File: config.mk
export PLATFORM = sky130hd
export DESIGN_NAME = rng_sop_arbiter
export DESIGN_NICKNAME = d
export VERILOG_FILES = /design/src/rtl/rng_sop_arbiter.sv
export SDC_FILE = /design/constraint.sdc
export NUM_CORES = 1
export LEC_CHECK = 0
export ABC_CLOCK_PERIOD_IN_PS = 2300
export CELL_PAD_IN_SITES_DETAIL_PLACEMENT = 2
export CELL_PAD_IN_SITES_GLOBAL_PLACEMENT = 2
export CORE_MARGIN = 3
export CORE_UTILIZATION = 23
export CTS_CLUSTER_DIAMETER = 40
export CTS_CLUSTER_SIZE = 14
export DETAILED_ROUTE_END_ITERATION = 8
export PLACE_DENSITY_LB_ADDON = 0.1
export SETUP_SLACK_MARGIN = 0.02
export SYNTH_ARGS = -nofsm -noshare
export SYNTH_HDL_FRONTEND = slang
export SYNTH_SLANG_ARGS = --single-unit
File: constraint.sdc
create_clock -name clk -period 2.3 [get_ports clk]
set_input_delay 0.46 -clock clk [delete_from_list [all_inputs] [get_ports clk]]
set_output_delay 0.46 -clock clk [all_outputs]
set_load 0.01 [all_outputs]
File: src/rtl/rng_sop_arbiter.sv
// Two-requester round-robin arbiter that hands out 128-bit TRNG samples, with a TRNG stall watchdog.
// Optional build macro RNG_SOP_ZEROIZE_EN: wipe the holding buffer after delivery and blank rnd_data outside grants.
module rng_sop_arbiter #(
    parameter int STALL_LIMIT = 1023
) (
    input  logic         clk,
    input  logic         rst_n,
    input  logic [127:0] sop_data,
    input  logic         sop_valid,
    input  logic         rng_busy,
    output logic         rd_sop,
    input  logic         req0,
    input  logic         req1,
    output logic         gnt0,
    output logic         gnt1,
    output logic [127:0] rnd_data,
    output logic         rnd_valid,
    output logic         stall_err,
    input  logic         clr_err
);

    localparam logic [15:0] LIMIT = 16'(STALL_LIMIT);

    typedef enum logic [1:0] {
        IDLE  = 2'd0,
        FETCH = 2'd1,
        FULL  = 2'd2
    } state_t;

    state_t       r_state;
    logic [127:0] r_buf;
    logic         r_ptr;
    logic         r_rd_sop;
    logic         r_gnt0;
    logic         r_gnt1;
    logic         r_rnd_valid;
    logic [15:0]  r_stall_cnt;
    logic         r_stall_err;

    logic         w_req_any;
    logic         w_pick1;
    logic         w_stall_tick;

    assign w_req_any    = req0 | req1;
    // Requester 1 wins when it is alone or when it holds the priority pointer.
    assign w_pick1      = req1 & (~req0 | r_ptr);
    assign w_stall_tick = (r_state == FETCH) & ~sop_valid & ~rng_busy;

    always_ff @(posedge clk or negedge rst_n) begin
        if (!rst_n) begin
            r_state     <= IDLE;
            r_buf       <= '0;
            r_ptr       <= 1'b0;
            r_rd_sop    <= 1'b0;
            r_gnt0      <= 1'b0;
            r_gnt1      <= 1'b0;
            r_rnd_valid <= 1'b0;
        end else begin
            r_rd_sop    <= 1'b0;
            r_gnt0      <= 1'b0;
            r_gnt1      <= 1'b0;
            r_rnd_valid <= 1'b0;
`ifdef RNG_SOP_ZEROIZE_EN
            // Wipe after delivery; a fill on the same edge overrides below.
            if (r_rnd_valid) begin
                r_buf <= '0;
            end
`endif
            case (r_state)
                IDLE: begin
                    r_state <= FETCH;
                end
                FETCH: begin
                    if (sop_valid) begin
                        r_buf    <= sop_data;
                        r_rd_sop <= 1'b1;
                        r_state  <= FULL;
                    end
                end
                FULL: begin
                    if (w_req_any) begin
                        r_gnt1      <= w_pick1;
                        r_gnt0      <= ~w_pick1;
                        r_rnd_valid <= 1'b1;
                        r_ptr       <= ~w_pick1;
                        r_state     <= FETCH;
                    end
                end
                default: begin
                    r_state <= IDLE;
                end
            endcase
        end
    end

    // Watchdog: counts FETCH cycles in which the TRNG neither delivers nor works.
    always_ff @(posedge clk or negedge rst_n) begin
        if (!rst_n) begin
            r_stall_cnt <= '0;
        end else if (w_stall_tick) begin
            if (r_stall_cnt != 16'hFFFF) begin
                r_stall_cnt <= r_stall_cnt + 16'd1;
            end
        end else begin
            r_stall_cnt <= '0;
        end
    end

    always_ff @(posedge clk or negedge rst_n) begin
        if (!rst_n) begin
            r_stall_err <= 1'b0;
        end else if (r_stall_cnt == LIMIT) begin
            r_stall_err <= 1'b1;
        end else if (clr_err) begin
            r_stall_err <= 1'b0;
        end
    end

    assign rd_sop    = r_rd_sop;
    assign gnt0      = r_gnt0;
    assign gnt1      = r_gnt1;
    assign rnd_valid = r_rnd_valid;
    assign stall_err = r_stall_err;

`ifdef RNG_SOP_ZEROIZE_EN
    assign rnd_data = r_rnd_valid ? r_buf : '0;
`else
    assign rnd_data = r_buf;
`endif

endmodule

==> flow_summary.ini, run 1 <==
[outcome]
status = finished with violations
violations = negative hold slack

[global_route]
antenna_found_initial = 4
track_usage_pct = 16.5
grt_max_degree = 63
grt_first_pass_wirelength_mm = 36.3
grt_pass1_vias = 6353
grt_overflow = 0

[floorplanning]
num_rows = 57
die_area_sq_mm = 0.0276
initial_core_util_pct = 23.8
ioPinCount = 268
chipHeight_um = 166
die_w_um = 166
fp.coreArea_sq_mm = 0.0247

[clock_tree]
path_clk_slew_ps = 70
insertion_delay_ps = 420
htreeDepth = 4
postCtsResizedCells = 0
clock_path_buffers = 2
cts.sinks = 152
cts_made_buffers = 17
cts_tree = built
cts-root-buf = clkbuf_16
cts_hold_buf = 0
cts_setup_buffers = 0

[pwr]
max-vdd-ir-drop_uv = 470
p_leak_nw = 4.59
powerDensity_mw_per_mm2 = 1290

[drt]
dr.pass1.iters = 4
viasPerCell = 4.42
ant_nets = 0
wl_mm = 22.7
drc = 0
detail_route.iter0.violations = 196
vias = 5597
wl_per_cell_um = 17.9

[sta]
fin_tns_setup_ps = 0
finalSetupViolCount = 0
slew-limit-headroom_pct = 63.2
finalClockSkew_ps = 13.0
hold_violations = 2
whs_ps = -4.69
rsz0062_at_grt = false
clock.fmax_ghz = 0.503
finalCriticalPeriod_ps = 1990
drv_slew = 0
tightest_slew_ps = 552
period_share_pct = 86.4

[worst_setup_path]
cp_max_fo = 5
worstPathArrival_ps = 2320
cpPeakStageDelay_ps = 530
cp.required_ps = 2630
cp.depth = 6
r2r_end = r_stall_cnt[13]
path_cells = ha_1 > nand3_1 > nor4_1 > buf_4 > or4_1 > a21oi_1
reg2reg_depth = 6
crit_slowest_cell = or4_1
path_class = flop to flop
regToRegStartpoint = r_stall_cnt[0]
cp_top_family = simple AND/OR/NAND/NOR gates
end_kind = flop
cp.buffers_inverters = 1
r2r_setup_slack_ps = 310
critPathLaunchType = flop

[synthesis]
synth_nets = 791
synth_top_area_share_pct = 64.6
syn_area_sq_mm = 0.00589
ys_types = 33
ys.flop_type = dfrtp_1
netlist_instances = 655
synth.yosys.seq_area_share_pct = 64.6
synth_top_area_cell = dfrtp_1
async_reset_ff_share_pct = 100
synthTopCellsByArea = dfrtp_1, nand2_1, clkbuf_1
ys_seq_elements = 152
yosys_warnings = 0
synth-edff-count = 0
syn_area_per_cell_sq_um = 8.99

[job]
maxCapViolations = 0

[place]
dpl_cell_area_sq_mm = 0.00908
place_hpwl_mm = 16.6
portBuffers = 267
gp_congestion = 0.735

[final_layout]
finalNetCount = 1063
postLayoutCellArea_sq_mm = 0.00973
area_growth_pct = 65.3
drive_above_1_share_pct = 5.43

[hold_path]
hold_class = input port to async pin
==> area by class of cell <==
cell class	instances	area [sq um]
multi-input combinational	470	1960
inverter	3	13.8
clock buffer	18	429
fill	2657	15000
tap	324	405
sequential	152	3800
antenna	3	7.51
timing repair buffer	283	2890
clock inverter	13	219
==> state kept, by name, summed over array words and instances (netlist names) <==
name	flops
rnd_valid	1
gnt1	1
rnd_data	128
stall_err	1
rd_sop	1
r_stall_cnt	16
r_ptr	1
r_state	2
gnt0	1
==> per-layer routing <==
layer | up-vias | global-route usage (%) | share of wire [%]
li1 | 2597 | - | -
met1 | 2791 | 18.6 | 40
met2 | 182 | 28.5 | 50
met3 | 25 | 6.74 | 8.4
met4 | 2 | 5.35 | 1.8
met5 | - | 0 | 0.057
==> cell usage after synthesis (2+ instances only) <==
| library cell | n |
|---|---|
| a211oi_1 | 2 |
| a21oi_1 | 3 |
| a31oi_1 | 5 |
| and2_1 | 2 |
| and3_1 | 2 |
| and4_1 | 3 |
| buf_1 | 3 |
| clkbuf_1 | 26 |
| dfrtp_1 | 152 |
| inv_1 | 3 |
| mux2i_1 | 2 |
| nand2_1 | 393 |
| nand3_1 | 8 |
| nand4_1 | 4 |
| nor2_1 | 11 |
| nor3_1 | 4 |
| nor4_1 | 4 |
| o21ai_0 | 8 |
| o311ai_0 | 2 |
| o31ai_1 | 2 |
| o41ai_1 | 2 |
| or4_1 | 3 |
==> metrics by stage <==
step           total power [W]  std cells  worst slack, ps  hold WS (ps)  utilization [%]
2_1_floorplan          0.00617        655              633           164                -
3_3_place_gp           0.00940       1232              170           457             36.7
3_5_place_dp           0.00961       1232              128           466             36.7
4_1_cts                 0.0129       1263              343          9.84             39.3
5_1_grt                 0.0134       1266             80.3          15.4             39.3
6_report                0.0126       1266              312         -4.69             39.3
==> kinds of logic (layout without fill, tap and decap cells) <==
| logic type | count (synthesis) | after routing | share of synthesized area (%) |
|---|---|---|---|
| AOI/OAI and AO/OA | 25 | 25 | 2.70 |
| and+or+nand+nor | 440 | 440 | 29.7 |
| adders and majority gates | 1 | 1 | 0.212 |
| other | 0 | 3 | 0 |
| muxes | 3 | 3 | 0.531 |
| xor gates and xnor gates | 1 | 1 | 0.149 |
| buffers and inverters | 33 | 317 | 2.12 |
| DFF | 152 | 152 | 64.6 |
==> how the worst max path moves through the flow <==
stage | startpoint | end | slack [ps]
final | r_stall_cnt[0] | r_stall_cnt[13] | 310
after global routing | r_stall_cnt[0] | r_stall_cnt[1] | 80
after CTS | r_stall_cnt[0] | r_stall_cnt[13] | 340
after detailed placement | sop_valid | rnd_data[101] | 130
after global placement | sop_valid | rnd_data[16] | 170
after floorplan | r_stall_cnt[0] | r_stall_cnt[11] | 630
==> power by group <==
group | internal (W) | leakage (nW) | switching, W | total, W
registers | 0.00382 | 1.91 | 0.000663 | 0.00449
logic | 0.00265 | 2.37 | 0.00232 | 0.00496
clock network | 0.00194 | 0.317 | 0.00120 | 0.00314
==> cells in the final DEF (no fill, tap or decap), types with 2 or more instances in the layout <==
| cell | n |
|---|---|
| a211oi_1 | 2 |
| a21oi_1 | 3 |
| a31oi_1 | 5 |
| and2_1 | 2 |
| and3_1 | 2 |
| and4_1 | 3 |
| buf_12 | 8 |
| buf_4 | 8 |
| bufinv_16 | 5 |
| clkbuf_16 | 17 |
| clkdlybuf4s50_1 | 266 |
| clkinv_4 | 4 |
| dfrtp_1 | 152 |
| diode_2 | 3 |
| inv_1 | 2 |
| inv_6 | 2 |
| mux2i_1 | 2 |
| nand2_1 | 393 |
| nand3_1 | 8 |
| nand4_1 | 4 |
| nor2_1 | 11 |
| nor3_1 | 4 |
| nor4_1 | 4 |
| o21ai_0 | 8 |
| o311ai_0 | 2 |
| o31ai_1 | 2 |
| o41ai_1 | 2 |
| or4_1 | 3 |
Power figures use the tool's default switching activity.
==> run 2: changes to the inputs <==
- CORE_MARGIN: 3 -> 2
==> run 2 against run 1 <==
Net effect: core utilization fell by 1.1 points; count of clock-buffer cells in the layout up 2; clock skew decreased by 6.2 ps; first-iteration DRC count decreased by 28%; die area down 2.4%; largest power group unchanged; the run now ends clean.
==> flow_summary.ini, run 2 (synthesis results as in run 1) <==
[outcome]
status = finished, final reports clean

[drt]
vias = 5546
wl_mm = 22.3
viasPerCell = 4.37
wl_per_cell_um = 17.6
detail_route.iter0.violations = 142
drc = 0
dr.pass1.iters = 5
ant_nets = 0

[place]
place_hpwl_mm = 16.2
portBuffers = 267
gp_congestion = 0.751
dp_slack_ps = 93.7

[worst_setup_path]
path_class = flop to flop
worstPathArrival_ps = 2270
cpPeakStageDelay_ps = 500
cp.required_ps = 2640
end_kind = flop
path_cells = ha_1 > nand3_1 > nor4_1 > buf_4 > or4_1 > a21oi_1
critPathLaunchType = flop
crit_slowest_cell = or4_1
cp_max_fo = 5

[pwr]
switchingPower_w = 0.00420
swShare_pct = 34.4
finalPower_w = 0.0122
max-vdd-ir-drop_uv = 465
clockPowerShare_pct = 22.6
p_comb_share_pct = 40.6
internal_power_w = 0.00798
p_leak_nw = 4.52
powerDensity_mw_per_mm2 = 1270
seqPwrFrac_pct = 36.8

[floorplanning]
die_area_sq_mm = 0.0269
num_rows = 58
chipHeight_um = 164
die_w_um = 164
initial_core_util_pct = 23.4
ioPinCount = 268
fp.coreArea_sq_mm = 0.0252

[sta]
finalSetupViolCount = 0
drv_slew = 0
rsz0062_at_grt = false
tightest_slew_ps = 681
fin_ws_ps = 365
slew-limit-headroom_pct = 54.6
finalClockSkew_ps = 6.70
period_share_pct = 84.1
finalCriticalPeriod_ps = 1930
clock.fmax_ghz = 0.517
hold_violations = 0
fin_tns_setup_ps = 0

[job]
maxCapViolations = 0

[final_layout]
largest_register_ffs = 128
drive_above_1_share_pct = 5.32
area_growth_pct = 63.3
finalNetCount = 1062
layout_commonest_cell = nand2_1
antenna_cells = 0
final_cell_mix = nand2_1, clkdlybuf4s50_1, dfrtp_1

[hold_path]
hold_class = input port to async pin

[clock_tree]
cts_made_buffers = 17
cts-root-buf = clkbuf_16
htreeDepth = 4
insertion_delay_ps = 410
path_clk_slew_ps = 60
cts.sinks = 152
cts_tree = built
clock_path_buffers = 2
cts_setup_buffers = 0
cts_hold_buf = 0
postCtsResizedCells = 0

[global_route]
grt_first_pass_wirelength_mm = 35.4
antenna_found_initial = 1
grt_pass1_vias = 6433
grt_overflow = 0
track_usage_pct = 16.9
grt_max_degree = 81
-- run 2: final timing paths --
| kind | startpoint | end | slack (ps) | cells past startpoint |
|---|---|---|---|---|
| hold / removal | rst_n | rnd_valid | 20 | 1 |
| setup reg to reg | r_stall_cnt[0] | r_stall_cnt[13] | 370 | 6 |
| hold reg to reg | rnd_data[16] | rnd_data[16] | 470 | 2 |
| setup / recovery | r_stall_cnt[0] | r_stall_cnt[13] | 370 | 6 |
| min in group clk | rnd_data[16] | rnd_data[16] | 470 | 2 |
| max in group asynchronous | rst_n | rnd_data[89] | 1590 | 2 |
-- run 2: critical path, delay by kind of cell, from the launching register on --
family          cells  cell delay, ps
simple gates        3             830
flops               1             430
fa+ha+maj           1             270
buf+inv             1             170
compound gates      1             160
-- run 2: routing by layer --
metal	wire length, um	vias up	track usage (%)
met1	8810	2772	19.2
met4	274	0	4.47
met3	1790	15	6.29
met2	11400	164	30.1
li1	-	2595	-
met5	0	-	0
-- run 2: power by group through the flow --
stage / sequential, W / clock (W) / combinational [W]
floorplan: 0.00499 / 0 / 0.00118
global placement: 0.00446 / 0 / 0.00487
detailed placement: 0.00454 / 0 / 0.00504
CTS: 0.00451 / 0.00285 / 0.00508
global route: 0.00466 / 0.00296 / 0.00543
finish: 0.00448 / 0.00276 / 0.00494
-- run 2: through the flow --
| step | area [sq um] | instances | hold WS, ps | util [%] |
|---|---|---|---|---|
| after floorplan | 5890 | 655 | 164 | - |
| after global placement | 9050 | 1237 | 457 | 35.9 |
| after detailed placement | 9050 | 1237 | 463 | 35.9 |
| after CTS | 9620 | 1269 | 69.0 | 38.2 |
| after global routing | 9620 | 1269 | 67.8 | 38.2 |
| final | 9620 | 1269 | 22.9 | 38.2 |
-- run 2: area by class of cell --
cell class / instances / area (sq um)
sequential: 152 / 3800
clock buffer: 20 / 447
clock inverter: 12 / 116
multi-input combinational: 470 / 1960
inverter: 3 / 13.8
fill: 2758 / 15600
timing repair buffer: 282 / 2860
tap: 330 / 413
==> run 3: changes to the inputs <==
- ABC_CLOCK_PERIOD_IN_PS: 2300 -> 1800
- clock period: 2.3 -> 1.8 ns (I/O delays scaled with it)
==> run 3 against run 2 <==
Net effect: die area is the same; worst setup slack worse by 280 ps; largest cell class unchanged; clock skew is 5.2 ps higher; critical path type is now flop to output pin; non-clock buffer count increased by 16; critical endpoint is now rnd_data[43]; sequential share of layout area down 0.76 points; cell count rose by 1.3%; design area grew 2.0%; via count is 0.96% higher.
==> flow_summary.ini, run 3 (synthesis results as in run 1) <==
[pwr]
seqPwrFrac_pct = 36.5
clockPowerShare_pct = 22.4
switchingPower_w = 0.00531
swShare_pct = 34.1
p_leak_nw = 4.66
powerDensity_mw_per_mm2 = 1590
internal_power_w = 0.0103
p_comb_share_pct = 41.2
max-vdd-ir-drop_uv = 543

[final_layout]
drive_above_1_share_pct = 7.23
final_cells = 1285
antenna_cells = 0
layout_commonest_cell = nand2_1
area_growth_pct = 66.5
num-fill-cells = 2752
finalNetCount = 1078
final_cell_mix = nand2_1, clkdlybuf4s50_1, dfrtp_1
largest_register_ffs = 128

[sta]
hold_violations = 0
finalCriticalPeriod_ps = 1720
period_share_pct = 95.5
tightest_slew_ps = 455
drv_slew = 0
rsz0062_at_grt = true
finalSetupViolCount = 0
finalClockSkew_ps = 11.9
fin_tns_setup_ps = 0
clock.fmax_ghz = 0.582
whs_ps = 443
slew-limit-headroom_pct = 69.7

[floorplanning]
fp.coreArea_sq_mm = 0.0252
die_area_sq_mm = 0.0269
ioPinCount = 268
initial_core_util_pct = 23.4
num_rows = 58
die_w_um = 164
chipHeight_um = 164

[clock_tree]
htreeDepth = 4
cts_made_buffers = 17
cts-root-buf = clkbuf_16
cts_tree = built
clock_path_buffers = 2
insertion_delay_ps = 420
cts.sinks = 152
path_clk_slew_ps = 70

[drt]
dr.pass1.iters = 4
detail_route.iter0.violations = 220
drc = 0
wl_per_cell_um = 17.4
ant_nets = 0
vias = 5599
viasPerCell = 4.36
wl_mm = 22.4

[place]
portBuffers = 267
gp_congestion = 0.733
place_hpwl_mm = 16.6
dp_cells = 1252

[worst_setup_path]
path_class = flop to output pin
cp_top_family = buffers and inverters
r2r_setup_slack_ps = 120
cp_max_fo = 2
end_kind = output pin
path_cells = clkdlybuf4s50_1
crit_slowest_cell = clkdlybuf4s50_1
worstPathArrival_ps = 1360
cpPeakStageDelay_ps = 590
cp.required_ps = 1440
critPathLaunchType = flop
cp.buffers_inverters = 1

[global_route]
grt_pass1_vias = 6398
grt_max_degree = 63
grt_overflow = 0
track_usage_pct = 17.1
grt_first_pass_wirelength_mm = 35.3
antenna_found_initial = 0

[outcome]
status = finished, final reports clean

[hold_path]
hold_class = input port to async pin

[job]
maxCapViolations = 0
run 3: changes by cell type in the layout (fill, tap and decap cells not counted), moves of 2 or more:
cell and delta:
buf_12 +3, buf_4 +12, clkdlybuf4s50_1 -4, clkinv_4 +2, dlymetal6s2s_1 +4
run 3: metal layers:
layer	share of wire [%]	vias to the layer above	wire length, um	track usage, %
met5	0	-	0	0
met4	1.2	0	258	4.67
li1	-	2629	-	-
met2	50	174	11200	29.0
met1	40	2781	8980	20.1
met3	8.7	15	1940	6.59
run 3: power by group through the flow:
stage / Sequential, W / Clock [W] / Combinational (W)
after floorplan: 0.00638 / 0 / 0.00151
after global placement: 0.00566 / 0 / 0.00637
after detailed placement: 0.00578 / 0 / 0.00657
after CTS: 0.00574 / 0.00362 / 0.00661
after global routing: 0.00593 / 0.00377 / 0.00705
final: 0.00569 / 0.00349 / 0.00642
run 3: stage by stage:
step | total power [W] | utilization [%] | setup WS [ps] | area (sq um)
after floorplan | 0.00788 | - | 133 | 5890
after global placement | 0.0120 | 36.5 | -211 | 9200
after detailed placement | 0.0123 | 36.5 | -235 | 9200
after CTS | 0.0160 | 38.8 | 22.2 | 9780
after global routing | 0.0167 | 38.9 | 1.09 | 9800
final | 0.0156 | 38.9 | 81.1 | 9800
run 3: path summary, 6_finish.rpt:
| path | from | endpoint | depth (start not counted) |
|---|---|---|---|
| max | rnd_data[43] | rnd_data[43] | 1 |
| min | rst_n | gnt0 | 2 |
| max reg2reg | r_stall_cnt[8] | r_stall_cnt[13] | 5 |
| min reg2reg | rnd_data[124] | rnd_data[124] | 2 |
| max in group asynchronous | rst_n | rnd_data[125] | 3 |
| min in group clk | sop_data[93] | rnd_data[93] | 3 |
run 3: cell type report:
class                      count  area (sq um)  share of cell area (%)
sequential                   152          3800                    38.8
clock buffer                  20           447                    4.56
tap                          330           413                    4.21
multi-input combinational    470          1980                    20.2
clock inverter                12           118                    1.20
timing repair buffer         298          3030                    30.9
inverter                       3          13.8                   0.140
run 3: what timing repair did:
| action | CTS | global route |
|---|---|---|
| cloned | 0 | 0 |
| setup endpoints to repair | 1 | 10 |
| pin swaps | 0 | 1 |
| setup buffers | 0 | 0 |
| endpoints found under the hold margin | 36 | 0 |
| gates resized for setup | 1 | 8 |
| hold buffers | 1 | 0 |
